**config.mk**
```make
export PLATFORM = sky130hd
export DESIGN_NAME = alu_add_and_cmp_flat
export DESIGN_NICKNAME = d
export VERILOG_FILES = /design/src/rtl/alu_pkg.sv /design/src/rtl/alu_add_and_cmp_if.sv /design/src/rtl/alu_addsub.sv /design/src/rtl/alu_add_and_cmp.sv /design/src/flat_wrapper.sv
export SDC_FILE = /design/constraint.sdc
export NUM_CORES = 1
export LEC_CHECK = 0
export ABC_AREA = 0
export CAP_MARGIN = 10
export CORE_UTILIZATION = 45
export CTS_CLUSTER_SIZE = 10
export DETAILED_ROUTE_END_ITERATION = 12
export PLACE_DENSITY = 0.76
export REMOVE_ABC_BUFFERS = 1
export SLEW_MARGIN = 10
export SYNTH_ARGS = -nofsm -noshare
export SYNTH_HDL_FRONTEND = slang
export SYNTH_SLANG_ARGS = --single-unit
```
**constraint.sdc**
```tcl
create_clock -name clk -period 3.3 [get_ports clk]
set_input_delay 0.495 -clock clk [delete_from_list [all_inputs] [get_ports clk]]
set_output_delay 0.495 -clock clk [all_outputs]
set_load 0.01 [all_outputs]
```
**src/rtl/alu_pkg.sv**
```systemverilog
// Shared constants for the ADD/AND/CMP ALU slice.
//   Opcode encodings : OP_ADD, OP_AND, OP_CMP (4 bits)
//   Flag bit indices : FLAG_N=3, FLAG_Z=2, FLAG_C=1, FLAG_V=0 within {N,Z,C,V}
package alu_pkg;

  localparam int unsigned OPCODE_W = 4;
  localparam int unsigned FLAGS_W  = 4;

  localparam logic [OPCODE_W-1:0] OP_ADD = 4'b0000;
  localparam logic [OPCODE_W-1:0] OP_AND = 4'b0100;
  localparam logic [OPCODE_W-1:0] OP_CMP = 4'b1011;

  localparam int unsigned FLAG_N = 3;
  localparam int unsigned FLAG_Z = 2;
  localparam int unsigned FLAG_C = 1;
  localparam int unsigned FLAG_V = 0;

endpackage : alu_pkg

```
**src/rtl/alu_add_and_cmp_if.sv**
```systemverilog
// Request/response bundle for alu_add_and_cmp.
//   Request  : in_valid, Reg1, Reg2, OpCode, S, Flag
//   Response : Result, New_Flag, out_valid, op_err
//   master = requester (drives request), slave = ALU (drives response)
interface alu_add_and_cmp_if
  import alu_pkg::*;
#(
  parameter int unsigned WIDTH = 32
);

  logic                in_valid;
  logic [WIDTH-1:0]    Reg1;
  logic [WIDTH-1:0]    Reg2;
  logic [OPCODE_W-1:0] OpCode;
  logic                S;
  logic [FLAGS_W-1:0]  Flag;

  logic [WIDTH-1:0]    Result;
  logic [FLAGS_W-1:0]  New_Flag;
  logic                out_valid;
  logic                op_err;

  modport master (
    output in_valid, Reg1, Reg2, OpCode, S, Flag,
    input  Result, New_Flag, out_valid, op_err
  );

  modport slave (
    input  in_valid, Reg1, Reg2, OpCode, S, Flag,
    output Result, New_Flag, out_valid, op_err
  );

endinterface : alu_add_and_cmp_if

```
**src/rtl/alu_addsub.sv**
```systemverilog
// Shared WIDTH-bit adder/subtractor used by ADD and CMP.
//   a_i, b_i  : operands
//   sub_i     : 1 = a_i - b_i (b inverted, carry-in set), 0 = a_i + b_i
//   sum_c     : WIDTH-bit result
//   carry_c   : carry-out (for subtract: 1 means no borrow, a_i >= b_i unsigned)
//   ovf_c     : two's-complement overflow
module alu_addsub #(
  parameter int unsigned WIDTH = 32
) (
  input  logic [WIDTH-1:0] a_i,
  input  logic [WIDTH-1:0] b_i,
  input  logic             sub_i,
  output logic [WIDTH-1:0] sum_c,
  output logic             carry_c,
  output logic             ovf_c
);

  localparam int unsigned SUM_W = WIDTH + 1;

  logic [WIDTH-1:0] b_eff;
  logic [SUM_W-1:0] full;

  assign b_eff = sub_i ? ~b_i : b_i;
  assign full  = {1'b0, a_i} + {1'b0, b_eff} + SUM_W'(sub_i);

  assign sum_c   = full[WIDTH-1:0];
  assign carry_c = full[WIDTH];
  // Overflow: effective operands share a sign, result sign differs.
  assign ovf_c   = (a_i[WIDTH-1] == b_eff[WIDTH-1]) && (sum_c[WIDTH-1] != a_i[WIDTH-1]);

endmodule : alu_addsub

```
**src/rtl/alu_add_and_cmp.sv**
```systemverilog
// Single-cycle ALU: ADD, AND and (optionally) CMP with {N,Z,C,V} flags.
//   clk, rst : clock, asynchronous active-high reset
//   bus      : alu_add_and_cmp_if.slave (request in, registered response out)
// Configuration macro: ALU_CMP_OP_EN enables CMP; when undefined, OpCode
// 4'b1011 is reported as unsupported and the subtract path is tied off.
module alu_add_and_cmp
  import alu_pkg::*;
#(
  parameter int unsigned WIDTH = 32
) (
  input  logic               clk,
  input  logic               rst,
  alu_add_and_cmp_if.slave   bus
);

  localparam int unsigned MSB = WIDTH - 1;

  logic [WIDTH-1:0]   result_q,    result_d;
  logic [FLAGS_W-1:0] flag_q,      flag_d;
  logic               out_valid_q, out_valid_d;
  logic               op_err_q,    op_err_d;

  logic               sub_c;
  logic [WIDTH-1:0]   sum_c;
  logic               carry_c;
  logic               ovf_c;
  logic [WIDTH-1:0]   and_c;

  // Shared adder: ADD uses it directly, CMP drives it in subtract mode.
  alu_addsub #(
    .WIDTH (WIDTH)
  ) u_addsub (
    .a_i     (bus.Reg1),
    .b_i     (bus.Reg2),
    .sub_i   (sub_c),
    .sum_c   (sum_c),
    .carry_c (carry_c),
    .ovf_c   (ovf_c)
  );

  assign and_c = bus.Reg1 & bus.Reg2;

  // Next-state decode; idle cycles hold Result/New_Flag and clear pulses.
  always_comb begin
    result_d    = result_q;
    flag_d      = flag_q;
    out_valid_d = 1'b0;
    op_err_d    = 1'b0;
    sub_c       = 1'b0;

    if (bus.in_valid) begin
      out_valid_d = 1'b1;
      flag_d      = bus.Flag;
      unique case (bus.OpCode)
        OP_ADD: begin
          result_d = sum_c;
          if (bus.S) begin
            flag_d[FLAG_N] = sum_c[MSB];
            flag_d[FLAG_Z] = (sum_c == '0);
            flag_d[FLAG_C] = carry_c;
            flag_d[FLAG_V] = ovf_c;
          end
        end
        OP_AND: begin
          result_d = and_c;
          // C and V pass through from Flag (already the default).
          if (bus.S) begin
            flag_d[FLAG_N] = and_c[MSB];
            flag_d[FLAG_Z] = (and_c == '0);
          end
        end
`ifdef ALU_CMP_OP_EN
        OP_CMP: begin
          // Flags always update; Result is left untouched.
          sub_c          = 1'b1;
          flag_d[FLAG_N] = sum_c[MSB];
          flag_d[FLAG_Z] = (sum_c == '0);
          flag_d[FLAG_C] = carry_c;
          flag_d[FLAG_V] = ovf_c;
        end
`else
        OP_CMP: begin
          op_err_d = 1'b1;
        end
`endif
        default: begin
          op_err_d = 1'b1;
        end
      endcase
    end
  end

  // Response registers.
  always_ff @(posedge clk or posedge rst) begin
    if (rst) begin
      result_q    <= '0;
      flag_q      <= '0;
      out_valid_q <= 1'b0;
      op_err_q    <= 1'b0;
    end else begin
      result_q    <= result_d;
      flag_q      <= flag_d;
      out_valid_q <= out_valid_d;
      op_err_q    <= op_err_d;
    end
  end

  assign bus.Result    = result_q;
  assign bus.New_Flag  = flag_q;
  assign bus.out_valid = out_valid_q;
  assign bus.op_err    = op_err_q;

endmodule : alu_add_and_cmp

```
**src/flat_wrapper.sv**
```systemverilog
// flat-port wrapper written by rule: the top's interface ports become plain ports
module alu_add_and_cmp_flat import alu_pkg::*;
#(
  parameter int unsigned WIDTH = 32
)
  (clk, rst, bus_in_valid, bus_Reg1, bus_Reg2, bus_OpCode, bus_S, bus_Flag, bus_Result, bus_New_Flag, bus_out_valid, bus_op_err);
  alu_add_and_cmp_if #(.WIDTH(WIDTH)) bus_i ();
  input  logic clk;
  input  logic rst;
  input wire logic [$bits(bus_i.in_valid)-1:0] bus_in_valid;
  input wire logic [$bits(bus_i.Reg1)-1:0] bus_Reg1;
  input wire logic [$bits(bus_i.Reg2)-1:0] bus_Reg2;
  input wire logic [$bits(bus_i.OpCode)-1:0] bus_OpCode;
  input wire logic [$bits(bus_i.S)-1:0] bus_S;
  input wire logic [$bits(bus_i.Flag)-1:0] bus_Flag;
  output wire logic [$bits(bus_i.Result)-1:0] bus_Result;
  output wire logic [$bits(bus_i.New_Flag)-1:0] bus_New_Flag;
  output wire logic [$bits(bus_i.out_valid)-1:0] bus_out_valid;
  output wire logic [$bits(bus_i.op_err)-1:0] bus_op_err;
  assign bus_i.in_valid = bus_in_valid;
  assign bus_i.Reg1 = bus_Reg1;
  assign bus_i.Reg2 = bus_Reg2;
  assign bus_i.OpCode = bus_OpCode;
  assign bus_i.S = bus_S;
  assign bus_i.Flag = bus_Flag;
  assign bus_Result = bus_i.Result;
  assign bus_New_Flag = bus_i.New_Flag;
  assign bus_out_valid = bus_i.out_valid;
  assign bus_op_err = bus_i.op_err;
  alu_add_and_cmp #(.WIDTH(WIDTH)) u_core (.clk(clk), .rst(rst), .bus(bus_i));
endmodule
```
==> load_flow_metrics.sql, run 1 <==
INSERT INTO impl_metrics (metric_group, metric, value, unit) VALUES
('die', 'core-area', '0.00838', 'mm^2'),
('setup_path', 'endpoint_kind', 'flip-flop', ''),
('die', 'std_cell_rows', '33', ''),
('placed_design', 'post-place-ws', '-0.253', 'ns'),
('die', 'floorplan.die.height', '95.8', 'um'),
('synth', 'yosysWarningCount', '0', ''),
('sta', 'fin_clk_skew', '0', 'ns'),
('setup_path', 'cp.required', '3.47', 'ns'),
('setup_path', 'r2r_start', 'u_core.bus.New_Flag[2]$_DFFE_PP0P_', ''),
('clocking', 'cts.hold.buffers_added', '0', ''),
('synth', 'synth_simple_gate_area_share', '20.0', '%'),
('clocking', 'cts_htree_levels', '2', ''),
('synth', 'share_of_synthesized_cell_area_in_full_adder_half_adder_and_majority_cells', '10.6', '%'),
('layout', 'antenna-diode-count', '0', ''),
('power_and_ir_drop', 'power_leakage', '2.50', 'nW'),
('synth', 'synth-edff-count', '0', ''),
('synth', 'synth.cells.most_frequent', '60 x nand2_1, 46 x o21ai_0, 42 x a21oi_1, 38 x dfrtp_1, 32 x ha_1', ''),
('clocking', 'clk_transition_reported_paths', '0.09', 'ns'),
('global_routing', 'grt_start_max_net_pins', '39', ''),
('synth', 'postSynth.asyncResetShare', '100', '%'),
('layout', 'count_of_non_filler_cells_in_the_finished_layout', '769', ''),
('status', 'outcome', 'completed', ''),
('clocking', 'clock_sink_count', '38', ''),
('global_routing', 'grt_use_total', '31.0', '%'),
('setup_path', 'highest_delay_cell_along_the_critical_path', 'a311oi_1', ''),
('setup_path', 'crit-reg2reg-capture', 'u_core.bus.New_Flag[2]$_DFFE_PP0P_', ''),
('setup_path', 'worstRegToRegCells', '10', ''),
('placed_design', 'numPlacedInstances', '760', ''),
('synth', 'post_synth_main_area_contributors', 'dfrtp_1 24%, ha_1 10%, o21ai_0 5.8%', ''),
('setup_path', 'crit_start', 'bus_Reg2[0]', ''),
('synth', 'synth_largest_area_cell', 'dfrtp_1', ''),
('clocking', 'cts_buffer_count', '5', ''),
('synth', 'synth.yosys.seq_area_share', '24.0', '%'),
('die', 'dieArea', '0.00918', 'mm^2'),
('route', 'drcViolationCount', '0', ''),
('synth', 'synth_top_family_by_area', 'compound AO/OA/AOI/OAI gates', ''),
('synth', 'syn_avg_cell_area', '8.05', 'um^2'),
('placed_design', 'port-buffer-count', '113', ''),
('placed_design', 'place.detailed.hpwl', '11300', 'um'),
('clocking', 'ctsRootBufferMaster', 'clkbuf_8', ''),
('sta', 'slew_violations', '0', ''),
('route', 'avgRoutedWirePerCell', '18.1', 'um'),
('sta', 'grt_setup_unrepaired', 'yes', ''),
('layout', 'syn2layout_area_growth', '48.5', '%'),
('power_and_ir_drop', 'vdd.ir_drop.worst', '0.000211', 'V'),
('sta', 'hold_violations', '0', ''),
('global_routing', 'grt_first_pass_wirelength', '22000', 'um'),
('synth', 'mapped_cells', '492', ''),
('flow_run', 'max-cap-violations', '0', ''),
('global_routing', 'overflow', '0', ''),
('sta', 'tightestPinTransition', '0.740', 'ns'),
('synth', 'yosys-mux-area-fraction', '5.50', '%'),
('clocking', 'max-clock-path-buffers', '2', ''),
('sta', 'slew_headroom', '50.6', '%'),
('route', 'via_density', '5.91', ''),
('layout', 'finish.net_count', '772', ''),
('layout', 'final_util', '70.2', '%'),
('die', 'start_util', '47.3', '%'),
('sta', 'finalSetupViolCount', '0', ''),
('sta', 'finalCriticalPeriod', '3.22', 'ns'),
('synth', 'synthesis.area', '0.00396', 'mm^2'),
('synth', 'postSynth.topFlopCell', 'dfrtp_1', ''),
('die', 'floorplan.io_pins', '114', ''),
('placed_design', 'finalWeightedCongestion', '0.939', ''),
('route', 'initialDrtViolationCount', '278', ''),
('sta', 'max_freq', '0.311', 'GHz'),
('route', 'antenna_violating_nets_post_route', '0', ''),
('setup_path', 'kind_of_critical_path', 'in2reg', ''),
('global_routing', 'grt_pass1_vias', '4480', ''),
('clocking', 'tritoncts', 'yes', ''),
('setup_path', 'critical_path_peak_fanout', '5', '');
-- layout by cell type (no fill, tap or decap), types with 15 or more instances in the layout --
master | synthesis | routed
clkdlybuf4s50_1 | 0 | 113
buf_4 | 0 | 82
nand2_1 | 60 | 60
o21ai_0 | 46 | 46
a21oi_1 | 42 | 40
dfrtp_1 | 38 | 38
ha_1 | 32 | 31
nor2_1 | 25 | 25
nor3_1 | 15 | 15
mux2i_1 | 15 | 15
-- per-layer routing --
| layer | routed length [um] | global-route usage [%] |
|---|---|---|
| met4 | 260 | 7.96 |
| met3 | 841 | 4.03 |
| met1 | 6390 | 41.3 |
| met5 | 0 | 0 |
| met2 | 6450 | 52.9 |
-- worst min path at each step --
stage	from	endpoint	cells after the start
4_1_cts	u_core.bus.Result[11]$_DFFE_PP0P_	u_core.bus.Result[11]$_DFFE_PP0P_	2
5_1_grt	u_core.bus.Result[3]$_DFFE_PP0P_	u_core.bus.Result[3]$_DFFE_PP0P_	2
2_1_floorplan	u_core.bus.Result[0]$_DFFE_PP0P_	u_core.bus.Result[0]$_DFFE_PP0P_	2
3_5_place_dp	u_core.bus.Result[3]$_DFFE_PP0P_	u_core.bus.Result[3]$_DFFE_PP0P_	2
3_3_place_gp	u_core.bus.Result[18]$_DFFE_PP0P_	u_core.bus.Result[18]$_DFFE_PP0P_	2
6_report	u_core.bus.Result[3]$_DFFE_PP0P_	u_core.bus.Result[3]$_DFFE_PP0P_	2
-- final cells by class --
| class | instances | area (um^2) |
|---|---|---|
| clock inverters | 2 | 12.5 |
| fillers | 699 | 2500 |
| flip-flops and latches | 38 | 951 |
| inverters | 11 | 41.3 |
| repair buffers | 196 | 1770 |
| well taps | 105 | 131 |
| clock buffers | 6 | 82.6 |
| multi-input cells | 411 | 2900 |
-- state kept, by name (all words and copies together) (netlist names) --
name,flops
u_core.bus.op_err,1
u_core.bus.out_valid,1
u_core.bus.New_Flag,4
u_core.bus.Result,32
-- critical path: cells and delay by family --
kind / cells / cell delay, ns
and+or+nand+nor: 3 / 0.69
adders and majority gates: 1 / 0.23
AOI/OAI and AO/OA: 5 / 1.41
buffers and inverters: 2 / 0.56
-- power by group --
group          switching, mW  internal, mW  leakage, nW
sequential            0.0520         0.563        0.477
clock                  0.202         0.169       0.0472
combinational          0.576         0.609         1.98
total                  0.830          1.34         2.50
-- timing repair --
item | in CTS | in global routing
setup endpoints to repair | 0 | 4
setup buffers | 0 | 1
resized for setup | 0 | 10
-- metrics by stage --
stage                     hold WS, ns  cell area (um^2)  total power [mW]
final                           0.484              5880              2.17
after global routing            0.513              5880              2.30
after CTS                       0.490              5810              2.15
after detailed placement        0.470              5720              1.78
after global placement          0.462              5720              1.76
after floorplan                 0.516              3830              1.18
-- logic make-up after synthesis --
kind of cell / count (synthesis)
mux: 21
buf+inv: 43
compound gates: 169
flops: 38
fa+ha+maj: 33
simple gates: 162
xor+xnor: 26
No activity file was read; power rests on OpenSTA's default activity.
==> inputs of run 2 (changes only) <==
--- a/config.mk
+++ b/config.mk
@@ -7,11 +7,12 @@
 export LEC_CHECK = 0
 export ABC_AREA = 0
 export CAP_MARGIN = 10
-export CORE_UTILIZATION = 45
+export CORE_UTILIZATION = 40
 export CTS_CLUSTER_SIZE = 10
 export DETAILED_ROUTE_END_ITERATION = 12
-export PLACE_DENSITY = 0.76
+export PLACE_DENSITY = 0.69
 export REMOVE_ABC_BUFFERS = 1
+export SETUP_SLACK_MARGIN = 0.2
 export SLEW_MARGIN = 10
 export SYNTH_ARGS = -nofsm -noshare
 export SYNTH_HDL_FRONTEND = slang
==> load_flow_metrics.sql, run 2 (synthesis results as in run 1) <==
INSERT INTO impl_metrics (metric_group, metric, value, unit) VALUES
('status', 'outcome', 'completed', ''),
('power_and_ir_drop', 'power_leakage', '2.68', 'nW'),
('clocking', 'tritoncts', 'yes', ''),
('sta', 'max_freq', '0.331', 'GHz'),
('clocking', 'cts_htree_levels', '2', ''),
('global_routing', 'overflow', '0', ''),
('min_path', 'worst_hold_path.num_cells', '2', ''),
('global_routing', 'antenna_found_initial', '0', ''),
('clocking', 'clk_transition_reported_paths', '0.09', 'ns'),
('power_and_ir_drop', 'power_per_cell_area', '378', 'mW/mm^2'),
('setup_path', 'kind_of_critical_path', 'in2reg', ''),
('sta', 'finalSetupViolCount', '0', ''),
('global_routing', 'gr-usage-met2', '48.0', '%'),
('clocking', 'clock_sink_count', '38', ''),
('die', 'floorplan.io_pins', '114', ''),
('layout', 'fill_cells', '799', ''),
('global_routing', 'grt_met1_use', '40.1', '%'),
('sta', 'slew_headroom', '44.3', '%'),
('global_routing', 'busiest_layer', 'met2', ''),
('layout', 'finish.net_count', '790', ''),
('global_routing', 'grt_pass1_vias', '4425', ''),
('route', 'initialDrtViolationCount', '215', ''),
('clocking', 'worstSkewPairLatency', '0.30', 'ns'),
('global_routing', 'met3_usage', '2.62', '%'),
('sta', 'slew_violations', '0', ''),
('die', 'std_cell_rows', '35', ''),
('global_routing', 'grt_use_total', '28.5', '%'),
('sta', 'tightestPinTransition', '0.835', 'ns'),
('clocking', 'ctsRootBufferMaster', 'clkbuf_8', ''),
('sta', 'finalCriticalPeriod', '3.02', 'ns'),
('flow_run', 'max-cap-violations', '0', ''),
('layout', 'syn2layout_area_growth', '58.5', '%'),
('layout', 'layout_common_cells', '103 x clkdlybuf4s50_1, 99 x buf_4, 59 x nand2_1', ''),
('die', 'die_w', '102', 'um'),
('layout', 'largest_register_ffs', '32', ''),
('placed_design', 'port-buffer-count', '113', ''),
('sta', 'fin_clk_skew', '0', 'ns'),
('setup_path', 'worstRegToRegCells', '10', ''),
('placed_design', 'place.detailed.hpwl', '11600', 'um'),
('route', 'avgRoutedWirePerCell', '18.2', 'um'),
('sta', 'fin_worst_hold_slack', '0.485', 'ns'),
('route', 'drt-pass1-iter-count', '4', ''),
('route', 'drcViolationCount', '0', ''),
('clocking', 'cts_buffer_count', '5', ''),
('layout', 'commonest_non_fill_non_tap_cell_in_the_layout', 'clkdlybuf4s50_1', ''),
('min_path', 'min-delay-path-class', 'reg2reg', ''),
('global_routing', 'grt_first_pass_wirelength', '22700', 'um'),
('die', 'dieArea', '0.0103', 'mm^2'),
('clocking', 'max-clock-path-buffers', '2', ''),
('sta', 'grt_setup_unrepaired', 'yes', ''),
('setup_path', 'endpoint_kind', 'flip-flop', ''),
('setup_path', 'worst_ep_arrival_time', '3.26', 'ns'),
('placed_design', 'finalWeightedCongestion', '0.898', ''),
('global_routing', 'grt_start_max_net_pins', '39', ''),
('clocking', 'cts.hold.buffers_added', '0', ''),
('route', 'drt-total-wl', '14700', 'um'),
('die', 'start_util', '42.1', '%'),
('setup_path', 'nature_of_the_critical_path_startpoint', 'input pin', ''),
('route', 'via_density', '5.70', ''),
('route', 'detailroute.via_count', '4619', ''),
('power_and_ir_drop', 'vdd.ir_drop.worst', '0.000235', 'V'),
('setup_path', 'cp.required', '3.54', 'ns'),
('setup_path', 'worst-r2r-setup-slack', '1.00', 'ns'),
('die', 'floorplan.die.height', '102', 'um'),
('sta', 'hold_violations', '0', ''),
('setup_path', 'critical_path_peak_fanout', '4', ''),
('power_and_ir_drop', 'power.total', '2.37', 'mW'),
('die', 'core-area', '0.00942', 'mm^2'),
('layout', 'antenna-diode-count', '0', ''),
('sta', 'period_share', '91.6', '%'),
('route', 'antenna_violating_nets_post_route', '0', ''),
('layout', 'post_route_cells_drive_above_1_share', '23.0', '%');
## run 2: critical path, stage by stage
cell and delay, ns:
clkdlybuf4s50_1 0.45, ha_4 0.31, a21oi_4 0.07, buf_4 0.15, a21oi_4 0.25, a21oi_2 0.11
buf_4 0.16, xnor2_1 0.14, o21bai_1 0.18, or4_4 0.55, nor4_2 0.21, nand4_1 0.11
nand2_1 0.07
## run 2: path summary, 6_finish.rpt
| path | startpoint | to |
|---|---|---|
| worst min register to register | u_core.bus.Result[2]$_DFFE_PP0P_ | u_core.bus.Result[2]$_DFFE_PP0P_ |
| worst max register to register | u_core.bus.New_Flag[2]$_DFFE_PP0P_ | u_core.bus.New_Flag[2]$_DFFE_PP0P_ |
| max in group asynchronous | rst | u_core.bus.Result[8]$_DFFE_PP0P_ |
| min in group asynchronous | rst | u_core.bus.out_valid$_DFF_PP0_ |
| worst min-delay path | u_core.bus.Result[2]$_DFFE_PP0P_ | u_core.bus.Result[2]$_DFFE_PP0P_ |
| worst max-delay path | bus_Reg1[6] | u_core.bus.New_Flag[2]$_DFFE_PP0P_ |
## run 2: routing by layer
layer,share of wire [%],up-vias
met3,5.2,13
met5,0,-
li1,-,2227
met2,48,154
met1,46,2225
met4,0.74,0
## run 2: where the power goes
part	internal, mW	switching [mW]	leakage [nW]	total, mW
registers	0.563	0.0529	0.477	0.616
logic	0.652	0.601	2.13	1.25
clock network	0.304	0.200	0.0683	0.504
## run 2: cell type report
class | count | area [um^2] | share of cell area, %
timing repair buffer | 214 | 1910 | 30.4
clock inverter | 3 | 68.8 | 1.10
clock buffer | 5 | 68.8 | 1.10
tap | 129 | 161 | 2.57
sequential | 38 | 951 | 15.1
inverter | 11 | 41.3 | 0.658
multi-input combinational | 411 | 3080 | 49.0
## run 2: through the flow
step | cell area [um^2] | std cells | utilization (%) | setup WS, ns | TNS, ns
2_1_floorplan | 3830 | 460 | - | 0.392 | 0
3_3_place_gp | 5860 | 800 | 62.2 | -0.214 | -0.577
3_5_place_dp | 5860 | 800 | 62.2 | -0.220 | -0.965
4_1_cts | 6070 | 808 | 64.5 | 0.184 | 0
5_1_grt | 6280 | 811 | 66.7 | 0.190 | 0
6_report | 6280 | 811 | 66.7 | 0.278 | 0
## run 2: timing repair
item                       CTS  global route
setup endpoints to repair    4             9
pin swaps                   15            20
gates resized for setup     17            33
buffers inserted             0             3
==> variant, RTL diff (flow settings as in run 1) <==
Take the reset off `result_q` and load it in a clocked block of its own.
--- a/src/rtl/alu_add_and_cmp.sv
+++ b/src/rtl/alu_add_and_cmp.sv
@@ -94,14 +94,16 @@
   always_ff @(posedge clk or posedge rst) begin
     if (rst) begin
-      result_q    <= '0;
       flag_q      <= '0;
       out_valid_q <= 1'b0;
       op_err_q    <= 1'b0;
     end else begin
-      result_q    <= result_d;
       flag_q      <= flag_d;
       out_valid_q <= out_valid_d;
       op_err_q    <= op_err_d;
     end
+  end
+
+  always_ff @(posedge clk) begin
+    result_q <= result_d;
   end
 
Formal check against the unedited RTL: not equivalent (Yosys sat finds a counterexample within 4 cycles, from zero or initial values and one cycle with rst high).
==> variant against run 1 <==
  * Via count up 0.48%
  * Sequential cell count stayed put
  * Cell count rose by 0.65%
  * Power shrank 9.4%
  * Combinational power shrank 18%
  * Maximum frequency increased by 1.8%
  * Wire length down 2.0%
  * Area after synthesis is 1.4% higher
  * Cell area grew 3.3%
  * Count of clock-buffer cells in the layout fell by 1
  * Worst setup slack better by 57 ps
  * Largest cell class unchanged
  * Largest power group unchanged
==> variant: results <==
{
  "status": "finished clean",
  "seq_area_frac": 0.183,
  "r2r_setup_slack_ps": 1390,
  "grt_pass1_vias": 4324,
  "num-fill-cells": 725,
  "holdWs_ps": 414,
  "track_usage": 0.299,
  "drive_gt1_frac": 0.197,
  "p_leak_nw": 2.42,
  "met1Wirelength_um": 6170,
  "clk_pin_slew_worst_paths_ps": 80,
  "grt_use_met2": 0.498,
  "grt_max_degree": 42,
  "largest_reg_flops": 32,
  "fp.dieArea_um2": 9310,
  "synth_commonest_cells": "63 x nand2_1, 36 x a21oi_1, 35 x nor2_1",
  "hp-class": "in2async",
  "async_flop_share": 0.158,
  "grt_pass1_wl_um": 21200,
  "cp_slowest_cell": "or4b_4",
  "use_met1": 0.406,
  "pre_cts_slack_ps": -384,
  "n_clock_buffer": 5,
  "synthDistinctLibCells": 73,
  "setup.worst_path.start": "bus_Reg2[1]",
  "post-dp-hpwl_um": 10900,
  "final-nonclk-buf-share": 0.302,
  "wirelength_um": 13700,
  "viasPerCell": 5.90,
  "use_met3": 0.0383,
  "relSlewSlack": 0.390,
  "gp_congestion": 0.995,
  "nNonClkInverters": 18,
  "yosysSeqAreaShare": 0.277,
  "drt-pass1-iter-count": 5,
  "reg2reg_depth": 7,
  "drt-initial-drc-count": 262,
  "layout.nets": 774,
  "vias": 4570,
  "layout_setup_ws_ps": 140,
  "design_area_um2": 6080,
  "dr_wl_met2_um": 6380,
  "endpoint": "u_core.bus.New_Flag[2]$_DFFE_PP0P_",
  "place_area_um2": 5820,
  "wl_met3_um": 819,
  "synthTopCellsByArea": "edfxtp_1 24%, ha_1 10%, nand2_1 5.9%, a21oi_1 4.5%, dfrtp_1 3.7%",
  "slowest_delay_ps": 570,
  "multi_input_area_share": 0.464,
  "syn_inst": 483,
  "cp_max_fo": 4,
  "clk_path_buf_depth": 2,
  "synth_edf_count": 32,
  "final-clk-cell-share": 0.0179,
  "synth_flop_cell": "edfxtp_1",
  "antenna_found_initial": 0,
  "critPathTopFamily": "simple AND/OR/NAND/NOR gates",
  "dp_cells": 763,
  "ir_drop_v": 0.000176,
  "multi_input_cells": 400,
  "nNonClkBuffers": 202
}
-- variant: changes by cell type after synthesis, moves of 6 or more --
cell,before,now
inv_1,10,17
o21ai_0,46,30
nor3_1,15,8
edfxtp_1,0,32
a21o_1,8,14
nor2b_1,2,9
mux2i_1,15,4
a21oi_1,42,36
o22ai_1,10,3
dfrtp_1,38,6
xor2_1,12,4
nor2_1,25,35
-- variant: repair_timing --
item,CTS,global route
buffers inserted,0,3
pin swaps,0,20
hold buffers,0,0
gates resized for setup,4,22
endpoints found under the setup margin,1,7
-- variant: where the power goes --
group	internal (mW)	switching [mW]	total (mW)
logic	0.493	0.484	0.977
clock network	0.223	0.194	0.417
registers	0.565	0.00833	0.574
total	1.28	0.687	1.97
-- variant: cell families (layout without fill, tap and decap cells) --
family	after synthesis	in the layout	synth area share
and+or+nand+nor	179	179	0.225
AOI/OAI and AO/OA	161	161	0.282
buffers and inverters	45	228	0.0492
DFF	38	38	0.277
adders and majority gates	33	33	0.105
xor gates and xnor gates	19	19	0.0414
muxes	8	8	0.0212
